==> config.mk <==
export PLATFORM = sky130hd
export DESIGN_NAME = bcd_autoscale
export DESIGN_NICKNAME = d
export VERILOG_FILES = /design/src/rtl/bcd_autoscale.sv
export SDC_FILE = /design/constraint.sdc
export NUM_CORES = 1
export LEC_CHECK = 0
export CORE_ASPECT_RATIO = 0.5
export CORE_MARGIN = 3
export CORE_UTILIZATION = 61
export DETAILED_ROUTE_END_ITERATION = 8
export GPL_ROUTABILITY_DRIVEN = 0
export PLACE_DENSITY_LB_ADDON = 0.25
export SYNTH_ARGS = -nofsm -noshare
export SYNTH_HDL_FRONTEND = slang
export SYNTH_SLANG_ARGS = --single-unit
==> constraint.sdc <==
create_clock -name clk_i -period 5.5 [get_ports clk_i]
set_clock_uncertainty 0.05 [all_clocks]
set_input_delay 1.65 -clock clk_i [delete_from_list [all_inputs] [get_ports clk_i]]
set_output_delay 1.65 -clock clk_i [all_outputs]
set_load 0.005 [all_outputs]
==> src/rtl/bcd_autoscale.sv <==
// Binary-to-BCD converter (double-dabble, one bit per clock) that auto-scales the result to 4 digits plus a decimal exponent.
// Latency: done_o is high N+s+1 edges after the start edge, where s = leading-zero digits capped at DIGITS-4.
// Backpressure: none; start_i is accepted only while ready_o=1, and a start at any other time is dropped.
module bcd_autoscale #(
    parameter int N      = 32,
    parameter int DIGITS = 10,
    parameter int EW     = $clog2(DIGITS-3)
) (
    input  logic          clk_i,
    input  logic          reset_i,
    input  logic          start_i,
    input  logic [N-1:0]  binary_i,
    output logic          ready_o,
    output logic          done_o,
    output logic [3:0]    bcd3_o,
    output logic [3:0]    bcd2_o,
    output logic [3:0]    bcd1_o,
    output logic [3:0]    bcd0_o,
    output logic [EW-1:0] exp_o
);

    localparam int BW = 4*DIGITS;
    localparam int CW = $clog2(N+1);
    // s stops at this value; it is also the exponent when s is zero
    localparam logic [EW-1:0] SMAX = EW'(DIGITS-4);
    localparam logic [CW-1:0] LAST = CW'(N-1);

    typedef enum logic [1:0] {IDLE, CONVERT, SCALE, DONE} state_t;

    state_t        state;
    logic [N-1:0]  bin;
    logic [BW-1:0] bcd;
    logic [BW-1:0] bcd_adj;
    logic [CW-1:0] cnt;
    logic [EW-1:0] s;

    // Double-dabble correction: add 3 to every digit of 5 or more before the shift
    always_comb begin
        bcd_adj = bcd;
        for (int i = 0; i < DIGITS; i++) begin
            if (bcd[4*i +: 4] >= 4'd5)
                bcd_adj[4*i +: 4] = bcd[4*i +: 4] + 4'd3;
        end
    end

    // Control FSM: convert, then normalise the digits, with registered handshake and result outputs
    always_ff @(posedge clk_i) begin
        if (!reset_i) begin
            state   <= IDLE;
            ready_o <= 1'b1;
            done_o  <= 1'b0;
            bin     <= '0;
            bcd     <= '0;
            cnt     <= '0;
            s       <= '0;
            bcd3_o  <= '0;
            bcd2_o  <= '0;
            bcd1_o  <= '0;
            bcd0_o  <= '0;
            exp_o   <= '0;
        end else begin
            case (state)
                IDLE: begin
                    if (start_i) begin
                        bin     <= binary_i;
                        bcd     <= '0;
                        cnt     <= '0;
                        s       <= '0;
                        ready_o <= 1'b0;
                        state   <= CONVERT;
                    end
                end
                CONVERT: begin
                    // The binary MSB enters the BCD LSB
                    bcd <= {bcd_adj[BW-2:0], bin[N-1]};
                    bin <= {bin[N-2:0], 1'b0};
                    cnt <= cnt + CW'(1);
                    if (cnt == LAST)
                        state <= SCALE;
                end
                SCALE: begin
                    // Stop on a nonzero top digit, or at the cap so that small values keep their leading zeros
                    if (bcd[BW-1 -: 4] != 4'd0 || s == SMAX) begin
                        bcd3_o <= bcd[BW-1  -: 4];
                        bcd2_o <= bcd[BW-5  -: 4];
                        bcd1_o <= bcd[BW-9  -: 4];
                        bcd0_o <= bcd[BW-13 -: 4];
                        exp_o  <= SMAX - s;
                        done_o <= 1'b1;
                        state  <= DONE;
                    end else begin
                        bcd <= {bcd[BW-5:0], 4'd0};
                        s   <= s + EW'(1);
                    end
                end
                DONE: begin
                    done_o  <= 1'b0;
                    ready_o <= 1'b1;
                    state   <= IDLE;
                end
                default: begin
                    state   <= IDLE;
                    ready_o <= 1'b1;
                    done_o  <= 1'b0;
                end
            endcase
        end
    end

endmodule

# Word level (Yosys, flattened, before mapping)
# Index checks and enable logic that the tools add are counted.
# word_totals
reg_bits,104
out_inout_bits,21
word_cells,87
# classes
add_sub_neg,13
order_cmp,10
eq_ne,9
mux,28
reduce_logical,15
# ops
cell,n
one-hot mux 40 bit (3 select lines),1
2-to-1 mux 40 bit,2
one-hot mux 32 bit (2 select lines),1
greater-or-equal comparator 4 x 3 -> 1 bit (second input constant),10
adder 4 x 2 -> 4 bit (second input constant),9
2-to-1 mux 4 bit,9
2-to-1 mux 32 bit,1
one-hot mux 6 bit (2 select lines),1
2-to-1 mux 3 bit,3
AND reduction 3 bit,3
!= test 2 bit (second input constant),4
one-hot mux 2 bit (4 select lines),1
AND reduction 2 bit,4
nonzero test 2 bit,4
adder 6 x 1 -> 6 bit (second input constant),1
equality test 6 x 5 -> 1 bit (second input constant),1
2-to-1 mux 2 bit,3
2-to-1 mux 6 bit,1
one-hot mux 3 bit (2 select lines),1
equality test 2 bit (second input constant),2
one-hot mux 1 bit (2 select lines),2
nonzero test 4 bit,1
adder 3 x 1 -> 3 bit (second input constant),1
adder 3 x 2 -> 3 bit (second input constant),1
7 further kinds,8

# Depth between registers and ports, before layout
# depth
ltp_word,4
ltp_mapped,9

# Least setup slack after synthesis
# No wires, ideal clock.
# synth_path
kind,input to register
from,input start_i
to,register bcd[24]
setup_ps,73
arrival_time_ps,2886
slack_ps,2490
stages,7
path_buffers,3
path_cell_list,nor2b_1 > buf_2 > a211o_1 > or3_1 > buf_2 > buf_6 > o22ai_2
# synth_via
elab_chain_cells,2
# synth_rtl
item,line_no,text
"start, declared",11,"input logic start_i,"
!= test 2 bit (no line),--,
AND reduction 3 bit (no line),--,
"end signal, assigned",75,"bcd <= {bcd_adj[BW-2:0], bin[N-1]};"
"end signal, assigned",92,"bcd <= {bcd[BW-5:0], 4'd0};"
"end, declared",32,logic [BW-1:0] bcd;
# No other way between the ends.
# A chain may end at the register's enable or synchronous reset.

# Final worst setup path
# layout_path
from,input start_i
to,register bcd[33]
# Same word-level chain as after synthesis.

==> flow_summary.json <==
{
  "first_global_vias": 4203,
  "crit_start": "start_i",
  "synth-compound-area-share": 0.231,
  "synth_top_flop_cell": "dfxtp_1",
  "io_buffers": 55,
  "synthCells": 601,
  "cts_setup_buffers": 0,
  "die_y_um": 72.5,
  "maxCapViolCount": 0,
  "crit_required_ps": 5700,
  "start_util": 0.650,
  "grt_pass1_wl_um": 19900,
  "yosys_warnings": 0,
  "yosysSeqAreaShare": 0.386,
  "end_kind": "flip-flop",
  "p_sw_frac": 0.347,
  "path_clk_slew_ps": 70,
  "timing.hold.ws_ps": 405,
  "core-area_um2": 8290,
  "status": "completed",
  "ys_top_cells_by_area": "dfxtp_1 39%, ha_1 7.0%, mux2i_1 5.9%, a211oi_1 5.8%, a21oi_1 3.8%",
  "routedWlPerCell_um": 15.9,
  "timing.rr.end": "bcd[33]",
  "synthMuxAreaShare": 0.0824,
  "grt_util_all_layers": 0.242,
  "r2r_cells": 6,
  "dieArea_um2": 10100,
  "globalRouteOverflowTotal": 0,
  "start_kind": "primary input",
  "synth-edff-count": 0,
  "yosys.area.top_type_share": 0.386,
  "power_density_nw_per_um2": 374,
  "yosysTopAreaCell": "dfxtp_1",
  "drtIter0Drc": 244,
  "clk_latency_ps": 360,
  "synth_top_family_by_area": "compound AO/OA/AOI/OAI gates",
  "fin_cells": 749,
  "period_minus_slack_ps": 3830,
  "ios": 56,
  "cp-endpoint": "bcd[33]",
  "die_w_um": 139,
  "antenna_found_initial": 0,
  "numCtsBuffers": 9,
  "layout-drive-gt1-share": 0.0706,
  "synth_xor_xnor_area_share": 0.0244,
  "r2r_start": "state[1]",
  "antenna_cells": 0,
  "min_path_type": "flip-flop to flip-flop",
  "area_growth_pct": 16.3,
  "cts.sinks": 104,
  "tightest_slew_ps": 1130,
  "slew_headroom": 0.239,
  "max_freq_mhz": 261,
  "syn_avg_cell_area_um2": 8.97,
  "syn-cell-area_um2": 5390,
  "cp_data_arrival_time_ps": 4030,
  "period_share": 0.697,
  "switchingPower_mw": 0.813,
  "ant_nets": 0,
  "internal_power_mw": 1.53,
  "ir_worst_vdd_mv": 0.306,
  "root_buffer": "clkbuf_16",
  "via_per_inst": 5.92,
  "synthAdderAreaFrac": 0.0696,
  "rsz0062_at_grt": "no",
  "cts_buffer_depth": 2,
  "p_seq_frac": 0.398,
  "worst-setup-path-type": "primary input to flip-flop",
  "critPathMaxFanout": 20,
  "vias": 4431,
  "ys_ff_latch": 104,
  "routed_wl_um": 11900,
  "cts_resized": 0,
  "grt_max_degree": 59,
  "syn-num-nets": 666,
  "row_count": 23,
  "synth-simple-area-share": 0.156,
  "post-dp-hpwl_um": 8020,
  "hold_viol_final": 0,
  "synthArstFlopShare": 0,
  "cts_tree": "yes",
  "post-place-cells": 733,
  "r2r_slack_ps": 2590,
  "clock_power_share": 0.290,
  "cts_hold_buf": 0,
  "utilization": 0.756,
  "htreeDepth": 3,
  "tns_ps": 0,
  "drc": 0,
  "final_nets": 697,
  "setup_viol": 0,
  "post_dp_cell_area_um2": 5950,
  "final_max_slew_viol_count": 0,
  "leakagePower_nw": 2.13,
  "pwr-share-comb": 0.312,
  "finalInstanceArea_um2": 6270,
  "first_pass_iters": 5,
  "ys_types": 49
}
-- layer usage --
metal	global-route usage	vias to the layer above	routed length [um]
li1	-	2260	-
met1	0.320	2069	5800
met2	0.398	94	5320
met3	0.0750	8	684
met4	0.0499	0	74
met5	0	-	0
-- logic make-up (layout without fill, tap and decap cells) --
logic type               after synthesis  after routing
adder cells (fa/ha/maj)               30             30
AND/OR/NAND/NOR                      168            168
multiplexers                          43             43
XOR/XNOR                              15             15
flip-flops                           104            104
buffers and inverters                 67            103
AO/OA/AOI/OAI                        174            174
-- power by group through the flow --
| stage | combinational (mW) | sequential (mW) | clock [mW] |
|---|---|---|---|
| floorplan | 0.580 | 0.928 | 0 |
| global placement | 0.702 | 0.943 | 0 |
| detailed placement | 0.727 | 0.948 | 0 |
| CTS | 0.729 | 0.933 | 0.685 |
| global route | 0.811 | 0.943 | 0.716 |
| finish | 0.731 | 0.933 | 0.681 |
-- sequential cells by signal, indices dropped and copies added, names as in the netlist --
| name | flops |
|---|---|
| bcd | 40 |
| bcd3_o | 4 |
| bin | 32 |
| state | 2 |
| bcd0_o | 4 |
| done_o | 1 |
| bcd2_o | 4 |
| exp_o | 3 |
| cnt | 6 |
| bcd1_o | 4 |
| s | 3 |
| ready_o | 1 |
-- synth_stat cells (all sizes together) (10+ instances only) --
cell and instances:
o2bb2ai 10, nand2b 13, xnor2 12, inv 24, o211ai 21, nand4 12, ha 30, mux2 11
a21oi 41, o22ai 10, clkbuf 25, buf 16, mux2i 32, a211oi 42, and3 10, dfxtp 104
nand2 53, nor2 45, o21ai 20
-- layout make-up --
type                    count  area (um2)
well taps                 112         140
fillers                   603        2020
flip-flops and latches    104        2080
inverters                  26        97.6
repair buffers             61         596
clock inverters             6        83.8
multi-input cells         430        3040
clock buffers              10         229
-- through the flow --
| stage | power [mW] | setup WS [ps] |
|---|---|---|
| after floorplan | 1.51 | 2490 |
| final | 2.35 | 1670 |
| after CTS | 2.35 | 1650 |
| after detailed placement | 1.67 | 1310 |
| after global routing | 2.47 | 1470 |
| after global placement | 1.64 | 1410 |
-- cells in the final DEF (no fill, tap or decap), types with 6 or more instances in the layout --
cell | synthesis | layout
nor3b_1 | 9 | 9
nor2_1 | 45 | 45
a211oi_1 | 42 | 42
nand4_1 | 12 | 12
o2bb2ai_1 | 9 | 9
o211ai_1 | 21 | 21
inv_1 | 24 | 24
nand2b_1 | 13 | 13
mux2i_1 | 32 | 32
o22ai_2 | 9 | 9
a21oi_1 | 41 | 41
buf_4 | 0 | 6
ha_1 | 30 | 29
clkbuf_16 | 0 | 9
xnor2_1 | 12 | 12
and3_1 | 10 | 10
nand2_1 | 53 | 53
o21ai_0 | 17 | 17
nor4b_1 | 9 | 9
a2bb2oi_1 | 9 | 9
dfxtp_1 | 104 | 104
clkdlybuf4s50_1 | 0 | 55
o221ai_1 | 8 | 8
mux2_2 | 11 | 11
-- worst max-delay path, cell delays in order --
cell	delay (ps)
clkdlybuf4s50_1	520
nor2b_1	150
a211oi_1	240
buf_4	220
nand4_1	750
o221ai_1	490
-- worst min-delay path by stage --
stage                    from   endpoint  slack [ps]  cells after the start
detailed placement  bcd0_o[1]  bcd0_o[1]         400                      2
global route        bcd0_o[3]  bcd0_o[3]         430                      2
CTS                 bcd0_o[1]  bcd0_o[1]         410                      2
finish              bcd0_o[1]  bcd0_o[1]         410                      2
global placement     exp_o[2]   exp_o[2]         390                      2
floorplan             bcd[37]  bcd3_o[1]         400                      2
(Power assumes the default switching activity.)
==> RTL change 1 (config.mk and constraints unchanged) <==
Reset style: asynchronous (`reset_i`), changed in one clocked block.
--- a/src/rtl/bcd_autoscale.sv
+++ b/src/rtl/bcd_autoscale.sv
@@ -46,3 +46,3 @@
     // Control FSM: convert, then normalise the digits, with registered handshake and result outputs
-    always_ff @(posedge clk_i) begin
+    always_ff @(posedge clk_i or negedge reset_i) begin
         if (!reset_i) begin
Function: differs if reset_i is asserted again (counterexample within 4 cycles, from zero or initial values and one cycle with reset_i low); with reset_i held inactive, the same outputs for 10 cycles.
==> RTL change 1 against the unedited design <==
- worst setup slack better by 0.039 ns
- core utilization is 0.080 points higher
- cell area grew 10%
- area after synthesis is 12% higher
- non-clock buffer count is 1 lower
- sequential cell count unchanged
- routed wire length rose by 1.8%
- critical path type unchanged
- largest cell class unchanged
- highest routed layer unchanged
Power is not compared: it rests on default switching activity, and its combinational part moved more than twofold at a synthesized area within 25%.
==> RTL change 1: results (changes against the unedited design) <==
Final layout
  – Final-stage net count: 718 (+3.0%)
  – Largest regs: bcd x40, bin x32, cnt x6
  – FILL cells: 672 (+11%)
  – Layout cells sized above 1: 0.1155 (+0.04486)

Placement
  – Port Buffers: 55 (unchanged)
  – Detailed-placement wirelength estimate: 8.092 mm (+0.92%)
  – Place WS: 1.371 ns (+0.06181 ns)

Logic synthesis
  – Synth async-reset ratio: 1.000 (+1.000)
  – Syn. warnings: 0 (unchanged)
  – Syn Nets: 682 (+2.4%)
  – Synth unique cells: 43 (-12%)
  – Synth area leaders: dfrtp_1, o21ai_0, nand2_1
  – Synth top cells by count: dfrtp_1, nand2_1, o21ai_0, a21oi_1, mux2i_1
  – Seq/Total Area, Yosys: 0.4326 (+0.04629)

Drt
  – DR iter-0 viols: 319 (+31%)
  – Routed WL per cell: 15.34 um (-3.3%)
  – Vias/cell: 5.826 (-1.5%)
  – Pre-antenna DRT Iters: 5 (unchanged)

Run status
  – Status: finished clean

Clock tree
  – Worst-path clk slew: 0.07 ns (about the same)
  – H-tree Lvls: 3 (unchanged)
  – CTS Buf Count: 9 (unchanged)
  – Worst skew pair latency: roughly 0.35 ns
  – Post-cts sizing count: 0 (unchanged)
  – Post-CTS setup buffers: 0 (unchanged)

Global route
  – Total GRT Usage: 0.2213 (-0.02062)
  – Initial antenna violation count: 0 (unchanged)
  – Pin count of the biggest net entering global routing: 95 (+61%)
  – First-pass GRT wire length: 20.69 mm (+4.1%)
  – Number of global-route vias before repair: 4609 (+9.7%)

Critical path
  – Critical Path AT: 3.94 ns (-0.09 ns)
  – Crit-path max FO: 31 (+55%)

Min path
  – Worst hold path class: reg -> reg

Timing
  – Max_slew headroom: 0.2169 (-0.02246)
RTL change 1: metal layers:
| metal | global-route usage | vias up | wire length (um) |
|---|---|---|---|
| met5 | 0 | - | 0 |
| met4 | 0.06191 | 0 | 109 |
| met3 | 0.05288 | 11 | 571 |
| met2 | 0.3988 | 90 | 6052 |
| met1 | 0.2668 | 2243 | 5355 |
| li1 | - | 2247 | - |
RTL change 1: power groups by stage:
stage	sequential, mW	combinational (mW)	clock, mW
after global routing	1.39	2.42	0.758
final	1.35	2.17	0.711
after global placement	1.34	2.06	0
after CTS	1.34	2.18	0.723
after detailed placement	1.35	2.16	0
after floorplan	1.29	1.77	0
RTL change 1: cell families (layout without fill, tap and decap cells):
family                     count (synthesis)  in the layout  share of synthesized area
buffers and inverters                     61            102                    0.05175
and+or+nand+nor                          181            181                     0.1440
DFF                                      104            104                     0.4326
xor gates and xnor gates                   5              5                   0.007276
AOI/OAI and AO/OA                        175            175                     0.1950
adders and majority gates                 30             30                    0.06236
muxes                                     61             61                     0.1070
RTL change 1: area by class of cell:
cell class,count,share of cell area
inverter,26,0.01412
clock inverter,7,0.01539
timing repair buffer,60,0.08474
tap,130,0.02354
multi-input combinational,452,0.4528
clock buffer,9,0.03259
sequential,104,0.3768
RTL change 1: path summary, 6_finish.rpt:
path / slack [ns] / cells past startpoint / endpoint / startpoint
max: 1.71 / 6 / bcd[32] / start_i
max reg2reg: 2.55 / 8 / bcd[32] / state[0]
min in group asynchronous: 1.27 / 1 / bin[8] / reset_i
min reg2reg: 0.43 / 2 / bcd3_o[3] / bcd3_o[3]
min: 0.43 / 2 / bcd3_o[3] / bcd3_o[3]
max in group asynchronous: 3.31 / 2 / cnt[4] / reset_i
RTL change 1: critical path, cell delays in order:
cell and delay [ns]:
clkdlybuf4s50_1 0.56, nand2b_1 0.36, o2111ai_4 0.57, buf_4 0.47, a21oi_1 0.22, a221oi_2 0.09
RTL change 1: stage by stage:
stage / std cells / hold WS (ns) / area, um^2
2_1_floorplan: 617 / 0.3996 / 6020
3_3_place_gp: 772 / 0.4077 / 6579
3_5_place_dp: 772 / 0.4122 / 6579
4_1_cts: 788 / 0.4295 / 6910
5_1_grt: 788 / 0.4640 / 6910
6_report: 788 / 0.4253 / 6910
==> RTL change 2 (config.mk and constraints unchanged) <==
Without the edit above. The parameter `N` goes from 32 to 16.
--- a/src/rtl/bcd_autoscale.sv
+++ b/src/rtl/bcd_autoscale.sv
@@ -4,3 +4,3 @@
 module bcd_autoscale #(
-    parameter int N      = 32,
+    parameter int N      = 16,
     parameter int DIGITS = 10,
Ports: changed (resized binary_i); port bits go from 56 to 40. The function was not compared with the original's and may differ.
==> RTL change 2 against the unedited design <==
- routed wire length decreased by 9.1%
- total power decreased by 17%
- highest routed layer unchanged
- largest power group unchanged
- clock power decreased by 15%
- count of clock-buffer cells in the layout increased by 3
- sequential share of layout area decreased by 2.0 points
- fmax decreased by 6.2%
- area after synthesis decreased by 9.4%
- critical path type unchanged
- die area decreased by 8.8%
- sequential cell count decreased by 17
- cell area decreased by 11%
- worst setup slack got worse by 0.25 ns
==> RTL change 2: results (changes against the unedited design) <==
Logic synthesis
  – Synth top cells by count: dfxtp_1, nand3_1, nand2_1, ha_1
  – Syn Nets: 601 (-9.8%)
  – Syn Inst Count: 552 (-8.2%)
  – Ys flop type: dfxtp_1
  – Synth area leaders: dfxtp_1, ha_1, nand3_1
  – Seq/Total Area, Yosys: 0.3566 (-0.02970)
  – Synth unique cells: 46 (-6.1%)

Power
  – Pleak: 2.045 nW (-4.2%)
  – Max IR drop VDD: 294.6 uV (-3.6%)
  – Switching share of power: 0.3642 (+0.01751)

Global route
  – Initial antenna violation count: 0 (unchanged)
  – First-pass GRT wire length: 18.47 mm (-7.0%)
  – Pin count of the biggest net entering global routing: 61 (+3.4%)
  – Total GRT Usage: 0.2402 (-0.001714)

Drt
  – Metal-1 WL: 5.079 mm (-12%)
  – Routed wire length: 10.80 mm (-9.1%)
  – Met2 routed WL: 4.914 mm (-7.6%)
  – Via count: 4122 (-7.0%)
  – Vias/cell: 6.035 (+2.0%)
  – Met3 wire length: 628 um (-8.2%)
  – DR iter-0 viols: 309 (+27%)

Placement
  – Port Buffers: 39 (-29%)
  – Inst Count DP: 667 (-9.0%)
  – Detailed-placement wirelength estimate: 6.956 mm (-13%)
  – Area post-placement: 0.005293 mm^2 (-11%)
  – Place WS: 1.121 ns (-0.1884 ns)

Clock tree
  – Worst skew pair latency: 0.34 ns (-0.02 ns)
  – Post-CTS setup buffers: 0 (unchanged)
  – Worst-path clk slew: about 0.060 ns
  – Post-cts sizing count: 0 (unchanged)
  – H-tree Lvls: 3 (unchanged)

Critical path
  – Critical Path AT: 4.30 ns (+0.27 ns)
  – Crit-path max FO: 22 (+10%)
  – CP max stage delay: 0.58 ns (-0.17 ns)
  – R2R cell count: 7 (+1)

Timing
  – # setup viols final: 0 (unchanged)
  – Max_slew headroom: 0.3829 (+0.1435)

Final layout
  – Final-stage net count: 619 (-11%)
  – Layout cells sized above 1: 0.1130 (+0.04240)
  – Largest regs: bcd x40, bin x16, cnt x5

Run status
  – Status: finished clean
RTL change 2: metrics by stage:
stage                       util  power, mW  hold slack [ns]
after global placement    0.7017      1.366           0.3896
after detailed placement  0.7017      1.385           0.3935
final                     0.7386      1.956           0.3987
after global routing      0.7386      2.061           0.4232
after CTS                 0.7386      1.955           0.4013
after floorplan                -      1.231           0.3906
RTL change 2: cell type report:
cell class,instances,area [um^2]
Sequential cell,87,1742
Clock inverter,3,17.52
Timing Repair Buffer,45,430.4
Tap cell,108,135.1
Fill cell,577,1972
Multi-Input combinational cell,400,2884
Clock buffer,13,260.3
Inverter,27,101.3
RTL change 2: cells by family (layout without fill, tap and decap cells):
family                   count (synthesis)  count (layout)  synth area share
adder cells (fa/ha/maj)                 30              30           0.07684
flip-flops                              87              87            0.3566
AND/OR/NAND/NOR                        186             186            0.1947
multiplexers                            28              28           0.06019
AO/OA/AOI/OAI                          145             145            0.2362
XOR/XNOR                                11              11           0.01972
buffers and inverters                   65              88           0.05584
RTL change 2: layer usage:
| layer | vias to the layer above | track usage |
|---|---|---|
| li1 | 2028 | - |
| met1 | 1965 | 0.3134 |
| met2 | 106 | 0.3924 |
| met3 | 23 | 0.05507 |
| met4 | 0 | 0.08641 |
| met5 | - | 0 |
RTL change 2: power groups by stage:
stage	combinational [mW]	sequential (mW)	clock (mW)
finish	0.633	0.746	0.577
global route	0.698	0.756	0.607
CTS	0.629	0.747	0.579
detailed placement	0.625	0.760	0
global placement	0.608	0.758	0
floorplan	0.482	0.749	0
RTL change 2: final timing paths:
kind	startpoint	to	slack, ns
worst max-delay path	start_i	bcd[25]	1.42
worst min-delay path	bcd1_o[3]	bcd1_o[3]	0.40
worst max register to register	state[0]	bcd[25]	1.97
worst min register to register	bcd1_o[3]	bcd1_o[3]	0.40
RTL change 2: worst max-delay path: cells and delay by family:
family	cells	cell delay, ns
AOI/OAI and AO/OA	2	0.75
buffers and inverters	2	0.93
and+or+nand+nor	2	0.96
